## src/rtl/systolic_pkg.sv

```systemverilog
// Shared FP16 definitions for the systolic multiply row: field widths,
// special-value constants, the per-unit FSM encoding and the MUL->NORM
// pipeline record, plus small classification helpers.
package systolic_pkg;

    localparam int EXP_W     = 5;
    localparam int FRAC_W    = 10;
    localparam int BIAS      = 15;
    localparam int SIG_W     = FRAC_W + 1;       // hidden one + fraction
    localparam int PROD_W    = 2 * SIG_W;        // full significand product
    localparam int EXP_SUM_W = 7;                // signed biased exponent sum

    typedef logic [EXP_W+FRAC_W:0] fp16_t;

    localparam fp16_t QNAN    = 16'h7E00;
    localparam fp16_t POS_INF = 16'h7C00;

    typedef enum logic [1:0] {
        IDLE,
        MUL,
        NORM,
        DONE
    } unit_state_e;

    // Everything the NORM step needs, captured at the end of MUL.
    typedef struct packed {
        logic                 sign;
        logic [EXP_SUM_W-1:0] exp_sum;      // two's complement
        logic [PROD_W-1:0]    prod;
        logic                 special;      // special_val overrides rounding
        fp16_t                special_val;
    } mul_stage_t;

    function automatic logic [EXP_W-1:0] exp_of(input fp16_t x);
        return x[EXP_W+FRAC_W-1:FRAC_W];
    endfunction

    function automatic logic [FRAC_W-1:0] frac_of(input fp16_t x);
        return x[FRAC_W-1:0];
    endfunction

    function automatic logic is_nan(input fp16_t x);
        return (exp_of(x) == '1) && (frac_of(x) != '0);
    endfunction

    function automatic logic is_inf(input fp16_t x);
        return (exp_of(x) == '1) && (frac_of(x) == '0);
    endfunction

    // Subnormals are flushed: any zero exponent field counts as zero.
    function automatic logic is_zero(input fp16_t x);
        return exp_of(x) == '0;
    endfunction

endpackage

```

## src/rtl/fp16_mul_unit.sv

```systemverilog
// One FP16 multiply unit: latches an operand pair on start, forms the
// significand product, normalises and rounds to nearest-even with
// flush-to-zero, then presents the product with a one-cycle ready pulse.
module fp16_mul_unit
    import systolic_pkg::*;
(
    input  logic  clk,
    input  logic  reset,
    input  logic  start,
    input  fp16_t a,
    input  fp16_t b,
    output fp16_t result,
    output logic  ready
);

    unit_state_e state_q, state_d;
    fp16_t       a_q, a_d;
    fp16_t       b_q, b_d;
    mul_stage_t  mul_q, mul_d;
    fp16_t       norm_q, norm_d;
    fp16_t       result_q, result_d;
    logic        ready_q, ready_d;

    mul_stage_t  mul_calc;
    fp16_t       norm_calc;

    logic [FRAC_W-1:0]    mant_t;
    logic                 guard_bit;
    logic                 sticky_bit;
    logic                 round_up;
    logic [FRAC_W:0]      mant_r;
    logic [EXP_SUM_W-1:0] exp_n;

    // MUL step: sign, biased exponent sum, significand product, special cases.
    always_comb begin
        // NOTE: every output of a combinational block gets a default first,
        // so no path through the if/else chain can leave a latch behind.
        mul_calc             = '0;
        mul_calc.sign        = a_q[EXP_W+FRAC_W] ^ b_q[EXP_W+FRAC_W];
        mul_calc.exp_sum     = {2'b00, exp_of(a_q)} + {2'b00, exp_of(b_q)}
                               - EXP_SUM_W'(BIAS);
        mul_calc.prod        = PROD_W'({1'b1, frac_of(a_q)})
                               * PROD_W'({1'b1, frac_of(b_q)});
        mul_calc.special     = 1'b0;
        mul_calc.special_val = '0;
        if (is_nan(a_q) || is_nan(b_q)
            || (is_inf(a_q) && is_zero(b_q))
            || (is_zero(a_q) && is_inf(b_q))) begin
            mul_calc.special     = 1'b1;
            mul_calc.special_val = QNAN;
        end else if (is_inf(a_q) || is_inf(b_q)) begin
            mul_calc.special     = 1'b1;
            mul_calc.special_val = {mul_calc.sign, POS_INF[EXP_W+FRAC_W-1:0]};
        end else if (is_zero(a_q) || is_zero(b_q)) begin
            mul_calc.special     = 1'b1;
            mul_calc.special_val = {mul_calc.sign, {(EXP_W+FRAC_W){1'b0}}};
        end
    end

    // NORM step: normalise, round to nearest-even, saturate or flush.
    always_comb begin
        mant_t     = '0;
        guard_bit  = 1'b0;
        sticky_bit = 1'b0;
        exp_n      = mul_q.exp_sum;
        if (mul_q.prod[PROD_W-1]) begin
            mant_t     = mul_q.prod[PROD_W-2:SIG_W];
            guard_bit  = mul_q.prod[FRAC_W];
            sticky_bit = |mul_q.prod[FRAC_W-1:0];
            exp_n      = exp_n + EXP_SUM_W'(1);
        end else begin
            mant_t     = mul_q.prod[PROD_W-3:FRAC_W];
            guard_bit  = mul_q.prod[FRAC_W-1];
            sticky_bit = |mul_q.prod[FRAC_W-2:0];
        end
        round_up = guard_bit & (sticky_bit | mant_t[0]);
        mant_r   = {1'b0, mant_t} + {{FRAC_W{1'b0}}, round_up};
        // A carry out of the fraction means 1.111..1 rounded up to 10.000..0:
        // the fraction bits are already zero, only the exponent moves.
        if (mant_r[FRAC_W]) begin
            exp_n = exp_n + EXP_SUM_W'(1);
        end
        if (mul_q.special) begin
            norm_calc = mul_q.special_val;
        end else if ($signed(exp_n) >= $signed(EXP_SUM_W'(31))) begin
            norm_calc = {mul_q.sign, POS_INF[EXP_W+FRAC_W-1:0]};
        end else if ($signed(exp_n) <= $signed(EXP_SUM_W'(0))) begin
            norm_calc = {mul_q.sign, {(EXP_W+FRAC_W){1'b0}}};
        end else begin
            norm_calc = {mul_q.sign, exp_n[EXP_W-1:0], mant_r[FRAC_W-1:0]};
        end
    end

    // Unit FSM: next state, operand capture, stage loads and output update.
    always_comb begin
        state_d  = state_q;
        a_d      = a_q;
        b_d      = b_q;
        mul_d    = mul_q;
        norm_d   = norm_q;
        result_d = result_q;
        ready_d  = 1'b0;
        unique case (state_q)
            IDLE: begin
                if (start) begin
                    a_d     = a;
                    b_d     = b;
                    state_d = MUL;
                end
            end
            MUL: begin
                mul_d   = mul_calc;
                state_d = NORM;
            end
            NORM: begin
                norm_d  = norm_calc;
                state_d = DONE;
            end
            DONE: begin
                result_d = norm_q;
                ready_d  = 1'b1;
                state_d  = IDLE;
            end
            default: state_d = IDLE;
        endcase
    end

    // Control state and visible outputs, cleared by synchronous reset.
    always_ff @(posedge clk) begin
        // NOTE: sequential state uses non-blocking assignments only, so every
        // flop samples the pre-edge values regardless of statement order.
        if (!reset) begin
            state_q  <= IDLE;
            result_q <= '0;
            ready_q  <= 1'b0;
        end else begin
            state_q  <= state_d;
            result_q <= result_d;
            ready_q  <= ready_d;
        end
    end

    // Datapath holding registers.
    always_ff @(posedge clk) begin
        // NOTE: operand and pipeline registers are deliberately not reset;
        // the FSM always writes them before reading them, and resetting the
        // control state alone is enough to discard an in-flight operation.
        a_q    <= a_d;
        b_q    <= b_d;
        mul_q  <= mul_d;
        norm_q <= norm_d;
    end

    assign result = result_q;
    assign ready  = ready_q;

endmodule

```

## src/rtl/systolic_array.sv

```systemverilog
// Row of independent FP16 multiply units sharing one start strobe; each
// unit is gated by its bit of active_units and reports its own ready pulse.
module systolic_array
    import systolic_pkg::*;
#(
    parameter int WIDTH     = 16,
    parameter int NUM_UNITS = 3
) (
    input  logic                       clk,
    input  logic                       reset,
    input  logic                       start,
    input  logic [NUM_UNITS-1:0]       active_units,
    input  logic [NUM_UNITS*WIDTH-1:0] a_in_array,
    input  logic [NUM_UNITS*WIDTH-1:0] b_in_array,
    output logic [NUM_UNITS*WIDTH-1:0] result_array,
    output logic [NUM_UNITS-1:0]       ready_array
);

    fp16_t unit_result [NUM_UNITS];

    for (genvar i = 0; i < NUM_UNITS; i++) begin : g_unit
        fp16_mul_unit u_mul (
            .clk    (clk),
            .reset  (reset),
            .start  (start & active_units[i]),
            .a      (a_in_array[i*WIDTH +: WIDTH]),
            .b      (b_in_array[i*WIDTH +: WIDTH]),
            .result (unit_result[i]),
            .ready  (ready_array[i])
        );
        assign result_array[i*WIDTH +: WIDTH] = unit_result[i];
    end

endmodule

```

## config.mk

```make
export PLATFORM = sky130hd
export DESIGN_NAME = systolic_array
export DESIGN_NICKNAME = d
export VERILOG_FILES = /design/src/rtl/systolic_pkg.sv /design/src/rtl/fp16_mul_unit.sv /design/src/rtl/systolic_array.sv
export SDC_FILE = /design/constraint.sdc
export NUM_CORES = 1
export LEC_CHECK = 0
export ABC_AREA = 1
export CELL_PAD_IN_SITES_DETAIL_PLACEMENT = 1
export CELL_PAD_IN_SITES_GLOBAL_PLACEMENT = 2
export CORE_MARGIN = 2
export CORE_UTILIZATION = 25
export CTS_CLUSTER_SIZE = 20
export DETAILED_ROUTE_END_ITERATION = 7
export PLACE_DENSITY = 0.57
export SETUP_SLACK_MARGIN = 0.2
export SYNTH_ARGS = -nofsm -noshare
export SYNTH_HDL_FRONTEND = slang
export SYNTH_HIERARCHICAL = 1
export SYNTH_SLANG_ARGS = --single-unit
```

## constraint.sdc

```tcl
create_clock -name clk -period 10 [get_ports clk]
set_clock_uncertainty 0.2 [all_clocks]
set_input_delay 3 -clock clk [delete_from_list [all_inputs] [get_ports clk]]
set_output_delay 3 -clock clk [all_outputs]
set_load 0.02 [all_outputs]
```

Word-level counts from Yosys, hierarchy flattened
Cells that the tools add are included.

Flip-flop bits (word level): 342. Latch bits: 0. RAM bits: 0. Bits in read-only memories: 0. Bits of input ports: 102. Output and inout port bits: 51. Word-level logic and storage cells: 195. Memories: 0.

Add/subtract/negate cells: 15. $mul: 3. Div/mod/pow operators: 0. Order comparisons: 6. Eq/ne operators: 18. Shifts and indexed selects: 0. Multiplexer cells: 39. Bitwise logic cells: 12. Reductions and logical operators: 66.

Operators by type and width (count): 2-to-1 mux 16 bit (6); 2-to-1 mux 15 bit (6); multiplier 11 x 11 -> 22 bit (3); zero test 10 bit (6); nonzero test 10 bit (6); 2-to-1 mux 17 bit (3); adder 7 x 1 -> 7 bit, second input constant (6); 2-to-1 mux 7 bit (6); adder 10 x 1 -> 11 bit (3); == test 5 bit, second input constant (6); zero test 5 bit (6); 2-to-1 mux 10 bit (3); OR reduction 10 bit (3); OR reduction 9 bit (3); one-hot mux 2 bit (4 select lines) (3); greater-or-equal comparator 7 x 6 -> 1 bit, second input constant (3); <= comparator 7 x 1 -> 1 bit, second input constant (3); subtractor 7 x 4 -> 7 bit, second input constant (3); adder 5 x 5 -> 6 bit (3); logical AND 1 bit (18); logical OR 1 bit (15); == test 2 bit, second input constant (6); 2-to-1 mux 1 bit (9); AND 1 bit (6); other kinds (8) (24).

Longest topological paths before layout
Depth in word-level cells: 10. Gate-level depth with buffers: 21. Gate-level depth less buffers: 20.

By module
Netlist, hierarchy kept.

By module, submodules not included: fp16_mul_unit at g_unit[0].u_mul (instances 1, cells an instance 987, area an instance 8734.6 sq um, sequential area each 2842.7 sq um); fp16_mul_unit at g_unit[2].u_mul (instances 1, cells an instance 976, area an instance 8598.2 sq um, sequential area each 2842.7 sq um); fp16_mul_unit at g_unit[1].u_mul (instances 1, cells an instance 956, area an instance 8569.5 sq um, sequential area each 2842.7 sq um); systolic_array (instances 1, cells an instance 6, area an instance 22.5 sq um, sequential area each 0.0 sq um).

Worst setup path after synthesis
No wires, ideal clock.

Path kind: reg-to-reg. From: register g_unit[1].u_mul.b_q[4]. To: register g_unit[1].u_mul/mul_q[36] (netlist bit), data pin. Setup time: 265 ps. Data arrival time: 4822 ps. Data required time: 9535 ps. Slack: 4713 ps. Cell stages (with the launch flop): 21. Path buffers: 1. Clock period less this slack: 5287 ps. Cell sequence: edfxtp_1 > clkbuf_1 > nand2_1 > fa_1 > inv_1 > fa_1 > inv_1 > fa_1 > inv_1 > fa_1 > inv_1 > fa_1 > inv_1 > ha_1 > nand2_1 > nor2_1 > inv_1 > o21ai_0 > a21oi_1 > o21ai_0 > xor2_1.

RTL lines: start: declaration (line fp16_mul_unit.sv:18) `fp16_t b_q, b_d;`; start signal: assignment (line fp16_mul_unit.sv:149) `b_q <= b_d;`; end signal: assignment (line fp16_mul_unit.sv:150) `mul_q <= mul_d;`; end: declaration (line fp16_mul_unit.sv:19) `mul_stage_t mul_q, mul_d;`.

==> results.toml <==
[run_status]
status = "finished, final reports clean"

[yosys]
synthCells = 2925
synthSimpleGateAreaFrac_pct = 18.0
yosysSeqAreaShare_pct = 32.9
postSynthAreaPerCell_um2 = 8.86
synth_nets = 3498
synth_compound_area_share_pct = 4.81
synth_top_family_by_area = "adder cells"
ys_types = 52
synth_xor_xnor_area_share_pct = 3.18
synthAdderAreaFrac_pct = 29.8
synth_ff_type = "edfxtp_1"
synth_enable_flop_cells = 246
synth.mux.area_fraction_pct = 0.0386
yosysWarnings = 6
post_synth_instance_area_um2 = 25900
async_set_reset_flop_share_out_of_synthesis_pct = 0
flops_latches_synth = 303

[finish]
multi_input_area_um2 = 14500
fillCellCount = 11897
layout.area.seq_um2 = 8530
final_nets = 3620
most_frequent_cells_in_the_layout = "675 x inv_1, 640 x nand2_1, 246 x edfxtp_1"
synthesis_to_finish_area_growth_pct = 16.9
commonest_non_fill_non_tap_cell_in_the_layout = "inv_1"
drive_above_1_share_pct = 5.59

[critical_path]
critical_path_required_ns = 10.12
setup.worst_path.start_class = "flip-flop"
critical_path_arrival_ns = 5.97
reg2reg_to = "g_unit[1].u_mul/mul_q[36]$_DFFE_PN_"
r2r.worst_path.cells = 19
cp-end-kind = "flip-flop"
timing.setup.critical_path_class = "reg2reg"
cp_max_fo = 11
reg2reg_setup_slack_ns = 4.15
rr_startpoint = "g_unit[1].u_mul/a_q[5]$_DFFE_PP_"

[global_route]
antenna_found_initial = 3
grt_overflow = 0
pin_count_of_the_biggest_net_entering_global_routing = 58
wire_length_of_the_first_global_routing_pass_mm = 114
global_routing_usage_summed_across_all_routing_layers_pct = 13.3
grt_pass1_vias = 21141

[route]
dr_total_vias = 18755
avgViaCountPerCell = 4.21
routed_wirelength_mm = 69.0
routed_wire_length_per_instance_um = 15.5
antenna_violating_nets_post_route = 0
drt_pre_antenna_iters = 4
initialDrtViolationCount = 718
drcViolationCount = 0

[clocking]
maximum_buffer_depth_of_the_clock_tree = 3
clock_insertion_delay_worst_skew_ns = 0.59
cts_hold_buf = 0
root_buffer = "clkbuf_16"
tritoncts = "built"
cts-buffers-inserted = 41
post-cts-setup-buffers = 0
cts_max_level = 2
worst_path_clk_slew_ns = 0.05
cts-resized-gates = 0
cts.sinks = 303

[job]
cap_violations = 0

[sta]
worst_pin_slew_ns = 1.09
rsz0062_at_grt = "no"
finalSetupViolCount = 0
final-max-slew-violation-count = 0
finalWorstPathRequiredPeriod_ns = 5.85
relSlewSlack_pct = 27.2
hold_viol_final = 0
period_share_pct = 58.5
setup_total_negative_slack_ns = 0
fmax_mhz = 171

[hold_path]
min_to = "g_unit[0].u_mul/result[12]$_SDFFE_PN0P_"
worstHoldPathCells = 2
hp-start = "g_unit[0].u_mul/norm_q[12]$_DFFE_PP_"
worst_hold_path_type = "reg2reg"

[floorplan]
top_level_i_o_count = 153
core_area_um2 = 103000
die_y_um = 326
die_area_um2 = 106000
std_cell_rows = 118
die_width_um = 326
floorplan.initialDensity_pct = 25.1

[placed_design]
dp_hpwl_mm = 55.0
place_congestion = 0.833
placement.io_buffers = 152
sequential cells by signal, indices dropped and copies added (netlist names):
| name | flops |
|---|---|
| g_unit.u_mul/mul_q | 102 |
| g_unit.u_mul/ready | 3 |
| g_unit.u_mul/norm_q | 48 |
| g_unit.u_mul/b_q | 48 |
| g_unit.u_mul/state_q | 6 |
| g_unit.u_mul/a_q | 48 |
| g_unit.u_mul/result | 48 |
area by class of cell:
type	instances	share of cell area, %
timing repair buffer	159	5.18
inverter	687	8.51
multi-input combinational	1855	47.8
clock buffer	48	3.61
tap	1380	5.70
antenna	1	0.00826
sequential	303	28.1
clock inverter	26	1.07
synthesized netlist by cell type (3+ instances only):
library cell | count | area [µm²]
nand2_1 | 640 | 2400
dfxtp_1 | 57 | 1140
nor3b_1 | 3 | 22.5
xor2_1 | 65 | 569
a21o_1 | 8 | 60.1
nor2_4 | 9 | 101
a21oi_1 | 68 | 340
nor3_1 | 24 | 120
nand3b_1 | 6 | 45.0
edfxtp_1 | 246 | 7390
nand3_1 | 87 | 435
nor2_1 | 185 | 694
a211oi_1 | 3 | 22.5
fa_1 | 243 | 4860
inv_2 | 12 | 45.0
buf_1 | 3 | 11.3
buf_4 | 3 | 22.5
o21ai_0 | 107 | 536
nand2_4 | 7 | 78.8
or2_2 | 4 | 25.0
nor4_1 | 14 | 87.6
and3_1 | 3 | 18.8
a21boi_0 | 4 | 30.0
xnor2_1 | 29 | 254
o21bai_1 | 7 | 52.6
o31ai_1 | 4 | 30.0
o311a_1 | 3 | 30.0
nor2_2 | 19 | 119
nand3_2 | 3 | 30.0
clkbuf_1 | 69 | 259
ha_1 | 228 | 2850
nor3_2 | 7 | 70.1
nor2_8 | 3 | 60.1
inv_1 | 675 | 2530
o21ai_1 | 6 | 30.0
buf_6 | 4 | 45.0
nand4_1 | 16 | 100
nand2_2 | 30 | 188
kinds of logic after synthesis:
group,after synthesis
AOI/OAI and AO/OA,223
xor gates and xnor gates,94
adders and majority gates,471
and+or+nand+nor,1066
DFF,303
muxes,1
buffers and inverters,767
through the flow:
step / instances / setup slack, ns / cell area [µm²] / utilization (%) / hold slack [ns]
2_1_floorplan: 2925 / 4.71 / 25900 / - / 0.247
3_3_place_gp: 4384 / 4.21 / 28900 / 28.0 / 0.260
3_5_place_dp: 4384 / 4.04 / 28900 / 28.0 / 0.264
4_1_cts: 4458 / 4.07 / 30300 / 29.4 / 0.279
5_1_grt: 4458 / 3.67 / 30300 / 29.4 / 0.293
6_report: 4459 / 4.15 / 30300 / 29.4 / 0.272
metal layers:
layer  track usage (%)  wire, µm  up-vias
met5                 0        34        -
met4              3.22      1450        6
met3              2.27      2370       86
met2              22.2     31700      201
met1              18.0     33400     9237
li1                  -         -     9225
critical path: stages (launching register included):
cell      delay, ns
edfxtp_1       0.64
nand2_1        0.15
fa_1           0.55
inv_1          0.05
fa_1           0.54
inv_1          0.06
fa_1           0.47
inv_1          0.05
fa_1           0.53
inv_1          0.05
fa_1           0.53
inv_1          0.04
ha_1           0.38
nand2_1        0.11
nor2_1         0.18
inv_1          0.06
o21ai_0        0.41
a21oi_1        0.20
o21ai_0        0.27
xor2_1         0.11
worst max path at each step:
stage,from,end,slack [ns]
after floorplan,g_unit[1].u_mul/b_q[4]$_DFFE_PP_,g_unit[1].u_mul/mul_q[36]$_DFFE_PN_,4.71
after global placement,g_unit[0].u_mul/a_q[5]$_DFFE_PP_,g_unit[0].u_mul/mul_q[36]$_DFFE_PN_,4.21
after detailed placement,g_unit[1].u_mul/a_q[5]$_DFFE_PP_,g_unit[1].u_mul/mul_q[36]$_DFFE_PN_,4.04
after CTS,g_unit[1].u_mul/a_q[5]$_DFFE_PP_,g_unit[1].u_mul/mul_q[36]$_DFFE_PN_,4.07
after global routing,g_unit[0].u_mul/a_q[1]$_DFFE_PP_,g_unit[0].u_mul/mul_q[36]$_DFFE_PN_,3.67
final,g_unit[1].u_mul/a_q[5]$_DFFE_PP_,g_unit[1].u_mul/mul_q[36]$_DFFE_PN_,4.15
Power is not shown: default switching activity piles up to over one toggle a cycle in this logic, so the estimate is an artifact.
